$ cat src/rtl/kbd_scancode_fifo_if.sv
// Receiver handshake plus memory-mapped read port of the keyboard scancode FIFO.
interface kbd_scancode_fifo_if;
    logic        in_valid;
    logic [7:0]  in_data;
    logic        in_ack;
    logic        rd_req;
    logic        rd_sel;
    logic [31:0] rd_data;
    logic        empty;
    logic        full;
    logic        overflow;

    modport slave (
        input  in_valid, in_data, rd_req, rd_sel,
        output in_ack, rd_data, empty, full, overflow
    );

    modport master (
        output in_valid, in_data, rd_req, rd_sel,
        input  in_ack, rd_data, empty, full, overflow
    );
endinterface

$ cat src/rtl/kbd_scancode_fifo.sv
// PS/2 set-2 scancode FIFO with data/status read port.
// Define KBD_FIFO_PREFIX_DECODE_EN to fold E0/F0 prefixes into ext/brk tags.
module kbd_scancode_fifo #(
    parameter int unsigned DEPTH = 8
) (
    input  logic               clk,
    input  logic               areset,
    kbd_scancode_fifo_if.slave bus
);
    localparam int unsigned AW = (DEPTH > 1) ? $clog2(DEPTH) : 1;
    localparam int unsigned CW = AW + 1;

    logic          in_valid_q;
    logic          in_ack_q;
    logic [AW-1:0] head_q, head_d;
    logic [AW-1:0] tail_q, tail_d;
    logic [CW-1:0] count_q, count_d;
    logic          ovf_q, ovf_d;
    logic [31:0]   rd_data_q, rd_data_d;
    logic [9:0]    mem_q [DEPTH];

    logic       capture, push_req, push, pop, pop_req, stat_req, drop;
    logic       full_w, empty_w;
    logic [9:0] push_entry;
    logic [7:0] count8;

    // in_valid_q resets high so a level held through reset is not seen as an edge.
    assign capture  = bus.in_valid & ~in_valid_q;
    assign pop_req  = bus.rd_req & ~bus.rd_sel;
    assign stat_req = bus.rd_req & bus.rd_sel;
    assign full_w   = (count_q == CW'(DEPTH));
    assign empty_w  = (count_q == '0);
    assign pop      = pop_req & ~empty_w;
    assign push     = push_req & (~full_w | pop);
    assign drop     = push_req & full_w & ~pop;
    assign count8   = 8'(count_q);

`ifdef KBD_FIFO_PREFIX_DECODE_EN
    typedef enum logic [1:0] {IDLE, EXT, BRK, EXT_BRK} pfx_state_e;
    pfx_state_e state_q, state_d;

    always_ff @(posedge clk or posedge areset) begin
        if (areset) state_q <= IDLE;
        else        state_q <= state_d;
    end

    always_comb begin
        state_d = state_q;
        if (capture) begin
            case (state_q)
                IDLE: begin
                    if (bus.in_data == 8'hE0)      state_d = EXT;
                    else if (bus.in_data == 8'hF0) state_d = BRK;
                end
                EXT:     state_d = (bus.in_data == 8'hF0) ? EXT_BRK : IDLE;
                default: state_d = IDLE;
            endcase
        end
    end

    // A dropped entry still returns the FSM to IDLE, since state_d ignores fullness.
    always_comb begin
        push_req   = 1'b0;
        push_entry = {2'b00, bus.in_data};
        if (capture) begin
            case (state_q)
                IDLE:    push_req = (bus.in_data != 8'hE0) && (bus.in_data != 8'hF0);
                EXT: begin
                    push_req   = (bus.in_data != 8'hF0);
                    push_entry = {2'b10, bus.in_data};
                end
                BRK: begin
                    push_req   = 1'b1;
                    push_entry = {2'b01, bus.in_data};
                end
                default: begin
                    push_req   = 1'b1;
                    push_entry = {2'b11, bus.in_data};
                end
            endcase
        end
    end
`else
    assign push_req   = capture;
    assign push_entry = {2'b00, bus.in_data};
`endif

    // NOTE: every combinational output gets a default first, so no path infers a latch.
    always_comb begin
        head_d    = head_q;
        tail_d    = tail_q;
        count_d   = count_q;
        ovf_d     = ovf_q;
        rd_data_d = rd_data_q;
        if (push) tail_d = tail_q + AW'(1);
        if (pop)  head_d = head_q + AW'(1);
        case ({push, pop})
            2'b10:   count_d = count_q + CW'(1);
            2'b01:   count_d = count_q - CW'(1);
            default: count_d = count_q;
        endcase
        if (stat_req) ovf_d = 1'b0;
        if (drop)     ovf_d = 1'b1;
        if (pop_req)
            rd_data_d = pop ? {1'b1, 21'b0, mem_q[head_q]} : 32'h0;
        else if (stat_req)
            rd_data_d = {16'h0, count8, 5'b0, ovf_q, full_w, empty_w};
    end

    // NOTE: state registers use non-blocking assignments so every flop samples pre-edge values.
    always_ff @(posedge clk or posedge areset) begin
        if (areset) begin
            in_valid_q <= 1'b1;
            in_ack_q   <= 1'b0;
            head_q     <= '0;
            tail_q     <= '0;
            count_q    <= '0;
            ovf_q      <= 1'b0;
            rd_data_q  <= '0;
        end else begin
            in_valid_q <= bus.in_valid;
            in_ack_q   <= capture;
            head_q     <= head_d;
            tail_q     <= tail_d;
            count_q    <= count_d;
            ovf_q      <= ovf_d;
            rd_data_q  <= rd_data_d;
        end
    end

    // NOTE: storage is not reset; the pointers and count alone decide which entries are live.
    always_ff @(posedge clk) begin
        if (push) mem_q[tail_q] <= push_entry;
    end

    assign bus.in_ack   = in_ack_q;
    assign bus.rd_data  = rd_data_q;
    assign bus.empty    = empty_w;
    assign bus.full     = full_w;
    assign bus.overflow = ovf_q;
endmodule

$ cat src/flat_wrapper.sv
// flat-port wrapper written by rule: the top's interface ports become plain ports
module kbd_scancode_fifo_flat 
#(
    parameter int unsigned DEPTH = 8
)
  (clk, areset, bus_in_valid, bus_in_data, bus_rd_req, bus_rd_sel, bus_in_ack, bus_rd_data, bus_empty, bus_full, bus_overflow);
  kbd_scancode_fifo_if bus_i ();
  input  logic clk;
  input  logic areset;
  input wire logic [$bits(bus_i.in_valid)-1:0] bus_in_valid;
  input wire logic [$bits(bus_i.in_data)-1:0] bus_in_data;
  input wire logic [$bits(bus_i.rd_req)-1:0] bus_rd_req;
  input wire logic [$bits(bus_i.rd_sel)-1:0] bus_rd_sel;
  output wire logic [$bits(bus_i.in_ack)-1:0] bus_in_ack;
  output wire logic [$bits(bus_i.rd_data)-1:0] bus_rd_data;
  output wire logic [$bits(bus_i.empty)-1:0] bus_empty;
  output wire logic [$bits(bus_i.full)-1:0] bus_full;
  output wire logic [$bits(bus_i.overflow)-1:0] bus_overflow;
  assign bus_i.in_valid = bus_in_valid;
  assign bus_i.in_data = bus_in_data;
  assign bus_i.rd_req = bus_rd_req;
  assign bus_i.rd_sel = bus_rd_sel;
  assign bus_in_ack = bus_i.in_ack;
  assign bus_rd_data = bus_i.rd_data;
  assign bus_empty = bus_i.empty;
  assign bus_full = bus_i.full;
  assign bus_overflow = bus_i.overflow;
  kbd_scancode_fifo #(.DEPTH(DEPTH)) u_core (.clk(clk), .areset(areset), .bus(bus_i));
endmodule
$ cat config.mk
export PLATFORM = sky130hd
export DESIGN_NAME = kbd_scancode_fifo_flat
export DESIGN_NICKNAME = d
export VERILOG_FILES = /design/src/rtl/kbd_scancode_fifo_if.sv /design/src/rtl/kbd_scancode_fifo.sv /design/src/flat_wrapper.sv
export SDC_FILE = /design/constraint.sdc
export NUM_CORES = 1
export LEC_CHECK = 0
export BUFFER_PORTS_ARGS = -buffer_cell sky130_fd_sc_hd__buf_2
export CAP_MARGIN = 20
export CORE_MARGIN = 2
export CORE_UTILIZATION = 50
export CTS_CLUSTER_DIAMETER = 150
export DETAILED_ROUTE_END_ITERATION = 16
export PLACE_DENSITY = 0.74
export SYNTH_ARGS = -nofsm -noshare
export SYNTH_HDL_FRONTEND = slang
export SYNTH_SLANG_ARGS = --single-unit
$ cat constraint.sdc
create_clock -name clk -period 3.1 [get_ports clk]
set_input_delay 0 -clock clk [delete_from_list [all_inputs] [get_ports clk]]
set_output_delay 0 -clock clk [all_outputs]
set_load 0.05 [all_outputs]
Word level (Yosys, flattened, before mapping)
Memories as Yosys holds them, arrays and structs flattened.
Cells that the tools add are included.
{"block": "classes", "n_bitwise": 13, "n_mux": 8, "n_addsub": 4, "n_eq_ne": 3, "n_reduce_logical": 4}
{"operator": "$mux W32", "count": 3}
{"operator": "$pmux W4 S2", "count": 1}
{"operator": "$and A1 B1 Y1", "count": 7}
{"operator": "$add A3 B1 Y3 const B", "count": 2}
{"operator": "$reduce_bool A2 Y1", "count": 3}
{"operator": "$not A1 Y1", "count": 5}
{"operator": "$add A4 B1 Y4 const B", "count": 1}
{"operator": "$eq A4 B4 Y1 const B", "count": 1}
{"operator": "$logic_not A4 Y1", "count": 1}
{"operator": "$mux W1", "count": 4}
{"operator": "$sub A4 B1 Y4 const B", "count": 1}
{"operator": "$eq A2 B1 Y1 const B", "count": 1}
{"operator": "$eq A2 B2 Y1 const B", "count": 1}
{"operator": "$or A1 B1 Y1", "count": 1}
{"block": "word_totals", "wordCells": 40, "n_memories": 1, "output_inout_bits": 36, "ram_bits": 64, "inputBits": 13, "regBits": 45}
{"memory": "u_core.mem_q", "words": 8, "width": 8, "rd": 1, "rd_ports_with_merged_regs": 0, "wr": 1, "line": "kbd_scancode_fifo.sv:20", "rtl": "logic [9:0] mem_q [DEPTH];"}

Logic depth before layout (Yosys ltp)
{"block": "depth", "word_depth": 7, "mapped_depth": 11, "mapped_depth_nobuf": 10}

Least setup slack after synthesis
Ideal clock, no wire load.
{"block": "synth_timing", "path_kind": "flip-flop to flip-flop", "from": "reg u_core.count_q[0]", "to": "reg u_core.count_q[2]", "n_path_buf": 1, "t_arrival_ns": 2.573, "period_less_slack_ns": 2.700, "stages_incl_launch_ff": 12, "path_slack_ns": 0.400, "t_required_ns": 2.972, "setup_time_ns": 0.128, "cell_sequence": "dfrtp_1 > buf_4 > nor4b_4 > a21boi_2 > inv_1 > ha_1 > xor2_1 > ha_1 > a21oi_1 > xor2_1 > nor2_1 > xor2_1"}
{"block": "synth_via", "elab_cells_between_ends": 13, "classes_between": "add/sub (2); eq/ne (3); mux (1); bitwise (5); reduce/logical (2)"}
{"item": "from (decl)", "line": "kbd_scancode_fifo.sv:17", "rtl": "logic [CW-1:0] count_q, count_d;"}
{"item": "from (signal assigned)", "line": "kbd_scancode_fifo.sv:125", "rtl": "count_q <= count_d;"}
{"item": "$eq A4 B4 Y1 (*)", "line": "kbd_scancode_fifo.sv:31", "rtl": "assign full_w = (count_q == CW'(DEPTH));"}
{"item": "net bus_full", "line": "flat_wrapper.sv:17", "rtl": "output wire logic [$bits(bus_i.full)-1:0] bus_full;"}
{"item": "$not A1 Y1 (*)", "line": "kbd_scancode_fifo.sv:34", "rtl": "assign push = push_req & (~full_w | pop);"}
{"item": "$or A1 B1 Y1 (*)", "line": "kbd_scancode_fifo.sv:34"}
{"item": "$and A1 B1 Y1 (*)", "line": "kbd_scancode_fifo.sv:34"}
{"item": "$eq A2 B1 Y1 or $eq A2 B2 Y1 (tied branches)", "line": "kbd_scancode_fifo.sv:97", "rtl": "case ({push, pop})"}
{"item": "$pmux W4 S2 or $reduce_bool A2 Y1 (tied branches)"}
Mark *: on every way through the listed nets, which the timed path passes. The rest lies on a longest branch.
A chain may end at the register's enable or synchronous reset.

Final worst setup path
{"block": "layout_timing", "from": "reg u_core.count_q[1]", "to": "reg u_core.count_q[2]"}
{"block": "layout_via", "elab_chain_len": 7, "elab_cells_between_ends": 13, "classes_between": "add/sub (2); eq/ne (3); mux (1); bitwise (5); reduce/logical (2)"}
{"item": "$logic_not A4 Y1", "line": "kbd_scancode_fifo.sv:32", "rtl": "assign empty_w = (count_q == '0);"}
{"item": "$not A1 Y1", "line": "kbd_scancode_fifo.sv:33", "rtl": "assign pop = pop_req & ~empty_w;"}
{"item": "$and A1 B1 Y1", "line": "kbd_scancode_fifo.sv:33"}
{"item": "$or A1 B1 Y1", "line": "kbd_scancode_fifo.sv:34"}
{"item": "$and A1 B1 Y1", "line": "kbd_scancode_fifo.sv:34"}
{"item": "$eq A2 B1 Y1 or $eq A2 B2 Y1 (tied branches)", "line": "kbd_scancode_fifo.sv:97"}
{"item": "$pmux W4 S2 or $reduce_bool A2 Y1 (tied branches)"}
Parallel ways exist; a longest one is shown, timed or not.

==> out/qor.csv <==
stage,metric,value,unit
detailed_routing,drc_errors,0,
worst_setup_path,cp_data_required_time,3330,ps
yosys,synth-edff-count,64,
grt,antenna_found_initial,0,
grt,grt_pass1_wl,10600,um
grt,grt_max_degree,27,
detailed_routing,drt-initial-drc-count,130,
place,hpwlAfterDp,4250,um
worst_setup_path,worstPathCellList,"nor4b_4, a21boi_2, inv_1, ha_1, xor2_1, ha_1, a21oi_1, xor2_1, nor2_1, xor2_1",
power_and_ir_drop,power.share.switching,35.7,%
worst_setup_path,endpoint_kind,flip-flop,
place,portBuffers,29,
clocking,cts.hold.buffers_added,11,
power_and_ir_drop,switchingPower,1.31,mW
power_and_ir_drop,power_density,845,mW/mm^2
detailed_routing,ant_nets,0,
sta,slew_viol_final,0,
detailed_routing,totalWireLength,6660,um
sta,timing.fmax,404,MHz
sta,rsz0062_at_grt,no,
clocking,post-cts-setup-buffers,0,
yosys,yosysUniqueCellTypes,37,
sta,fin_worst_skew,8.76,ps
clocking,cts_resized,0,
floorplanning,start_util,52.1,%
sta,hold_viol,0,
min_path,hp-class,in2async,
detailed_routing,routedWlPerCell,17.3,um
yosys,synth_top_area_share,50.6,%
worst_setup_path,crit_type,reg2reg,
yosys,synth_common_cells,"64 x edfxtp_1, 25 x dfrtp_1, 21 x buf_4",
yosys,yosys_register_bits,90,
clocking,clockBufferDepth,2,
power_and_ir_drop,seqPwrFrac,46.6,%
clocking,ctsRootBufferMaster,clkbuf_8,
clocking,htree_levels,3,
sta,setup_violations,0,
power_and_ir_drop,power_frac_comb,31.8,%
finish,antenna_cells,0,
place,gp_congestion,0.793,
grt,grt_overflow_total,0,
worst_setup_path,cp.arrival,2710,ps
floorplanning,chipWidth,91.1,um
status,status,completed,
yosys,syn_inst,230,
finish,area_growth,14.1,%
sta,layout_min_cycle_time,2480,ps
grt,first_global_vias,2039,
sta,period_share,79.9,%
flow_run,maxCapViolations,0,
clocking,insertion_delay,350,ps
sta,slew_headroom,50.2,%
finish,drive_above_1_share,28.8,%
worst_setup_path,cp_slowest_cell,dfrtp_1,
sta,fin_tns_setup,0,ps
yosys,synth_warnings,0,
clocking,clock-sinks,90,
worst_setup_path,critPathLaunchType,flip-flop,
yosys,synth_seq_area_share,67.8,%
power_and_ir_drop,fin_total_pwr,3.66,mW
floorplanning,core_area,0.00729,mm^2
grt,grt_usage,17.2,%
floorplanning,dieArea,0.00831,mm^2
yosys,synth_most_common_cell,edfxtp_1,
power_and_ir_drop,ir_worst_vdd,0.000323,V
finish,nFillCells,563,
yosys,synthFlopType,edfxtp_1,
detailed_routing,routed_via_density,5.18,
detailed_routing,num_vias,1988,
floorplanning,die_h,91.1,um
yosys,synthArstFlopShare,28.9,%
yosys,yosysTopAreaCell,edfxtp_1,
detailed_routing,drt_pre_antenna_iters,4,
worst_setup_path,cpMostUsedCell,xor2_1,
floorplanning,io_pins,49,
clocking,clk_pin_slew_worst_paths,90,ps
finish,finalNetCount,298,
power_and_ir_drop,clock_power_share,21.5,%
floorplanning,floorplan.rows,31,
worst_setup_path,cp_max_fo,8,
yosys,syn_area,0.00380,mm^2
yosys,postSynthAreaPerCell,16.5,um^2
clocking,cts_buffers,9,
sta,worst_pin_slew,742,ps
clocking,tritoncts,built,
worst_setup_path,slowest_delay,510,ps
power_and_ir_drop,p_leak,1.63,nW
power_and_ir_drop,internal-power,2.35,mW
yosys,netlist_top_cells_area,"edfxtp_1 51%, dfrtp_1 16%, mux4_2 9.5%",
cells in the final DEF, fill, tap and decap left out, drive strengths merged:
cell,netlist,final
edfxtp,64,64
dfstp,1,1
xnor2,4,4
o21ai,4,4
dfrtp,25,25
nor2,12,12
a21boi,1,1
dlygate4sd3,0,11
nor3,4,4
mux4,16,16
a211o,1,1
ha,5,5
a2111oi,1,1
inv,7,9
nand3,5,5
mux2,5,5
a221o,5,5
xor2,5,5
conb,1,19
and3,1,1
nand3b,1,1
nor2b,6,6
nor4,2,2
buf,25,39
nand2,10,10
o22ai,1,1
clkbuf,4,10
nand2b,5,5
a31oi,4,4
and2,1,1
a21oi,2,2
bufinv,0,1
clkinvlp,0,3
nor4b,2,2
cell type report:
type	count	area [um^2]	share of cell area (%)
clock buffers	10	128	2.95
clock inverters	6	72.6	1.68
inverters	7	26.3	0.607
multi-input cells	122	1060	24.4
flip-flops and latches	90	2570	59.4
well taps	99	124	2.86
repair buffers	50	350	8.09
critical path: cells and delay by family, from the launching register on:
kind	cells	cell delay, ps
adders and majority gates	2	470
DFF	1	510
and+or+nand+nor	2	500
buffers and inverters	1	110
AOI/OAI and AO/OA	2	350
xor gates and xnor gates	3	420
routing by layer:
layer,track usage [%],up-vias,part of all wire [%]
li1,-,921,-
met1,23.6,991,44
met2,27.5,70,51
met3,3.24,6,5.0
met4,6.44,0,0.57
met5,0,-,0
power groups by stage:
stage | registers, mW | logic (mW) | clock network [mW]
floorplan | 1.83 | 0.826 | 0
finish | 1.71 | 1.16 | 0.788
global route | 1.73 | 1.25 | 0.862
detailed placement | 1.73 | 1.15 | 0
CTS | 1.71 | 1.17 | 0.808
global placement | 1.72 | 1.14 | 0
cells by family after synthesis:
family                   Yosys count  synth area share [%]
flip-flops                        90                  67.8
AND/OR/NAND/NOR                   49                  7.58
buffers and inverters             36                  6.13
multiplexers                      21                  11.0
AO/OA/AOI/OAI                     19                  3.69
XOR/XNOR                           9                  2.08
adder cells (fa/ha/maj)            5                  1.65
other                              1                0.0988
flip-flops by register name, summed over array words and instances (netlist names):
register             flops
u_core.mem_q            64
u_core.in_valid_q        1
u_core.bus.in_ack        1
u_core.bus.overflow      1
u_core.bus.rd_data      13
u_core.head_q            3
u_core.tail_q            3
u_core.count_q           4
path summary, 6_finish.rpt:
path / end / slack, ps / startpoint / cells past startpoint
max in group asynchronous: u_core.in_valid_q / 2590 / areset / 4
max: u_core.count_q[2] / 620 / u_core.count_q[1] / 10
min reg2reg: u_core.tail_q[0] / 530 / u_core.tail_q[0] / 1
min: u_core.bus.rd_data[7] / 70 / areset / 3
max reg2reg: u_core.count_q[2] / 620 / u_core.count_q[1] / 10
min in group clk: u_core.bus.rd_data[0] / 70 / bus_rd_req / 3
stage by stage:
step | worst slack, ps | hold slack, ps | utilization (%) | instance area [um^2] | std cells
2_1_floorplan | 400 | 4.48 | - | 3860 | 248
3_3_place_gp | 791 | 115 | 54.8 | 3990 | 356
3_5_place_dp | 662 | 118 | 54.8 | 3990 | 356
4_1_cts | 650 | 58.2 | 59.0 | 4300 | 383
5_1_grt | 474 | 71.4 | 59.4 | 4330 | 384
6_report | 623 | 67.5 | 59.4 | 4330 | 384
(Power assumes the default switching activity.)
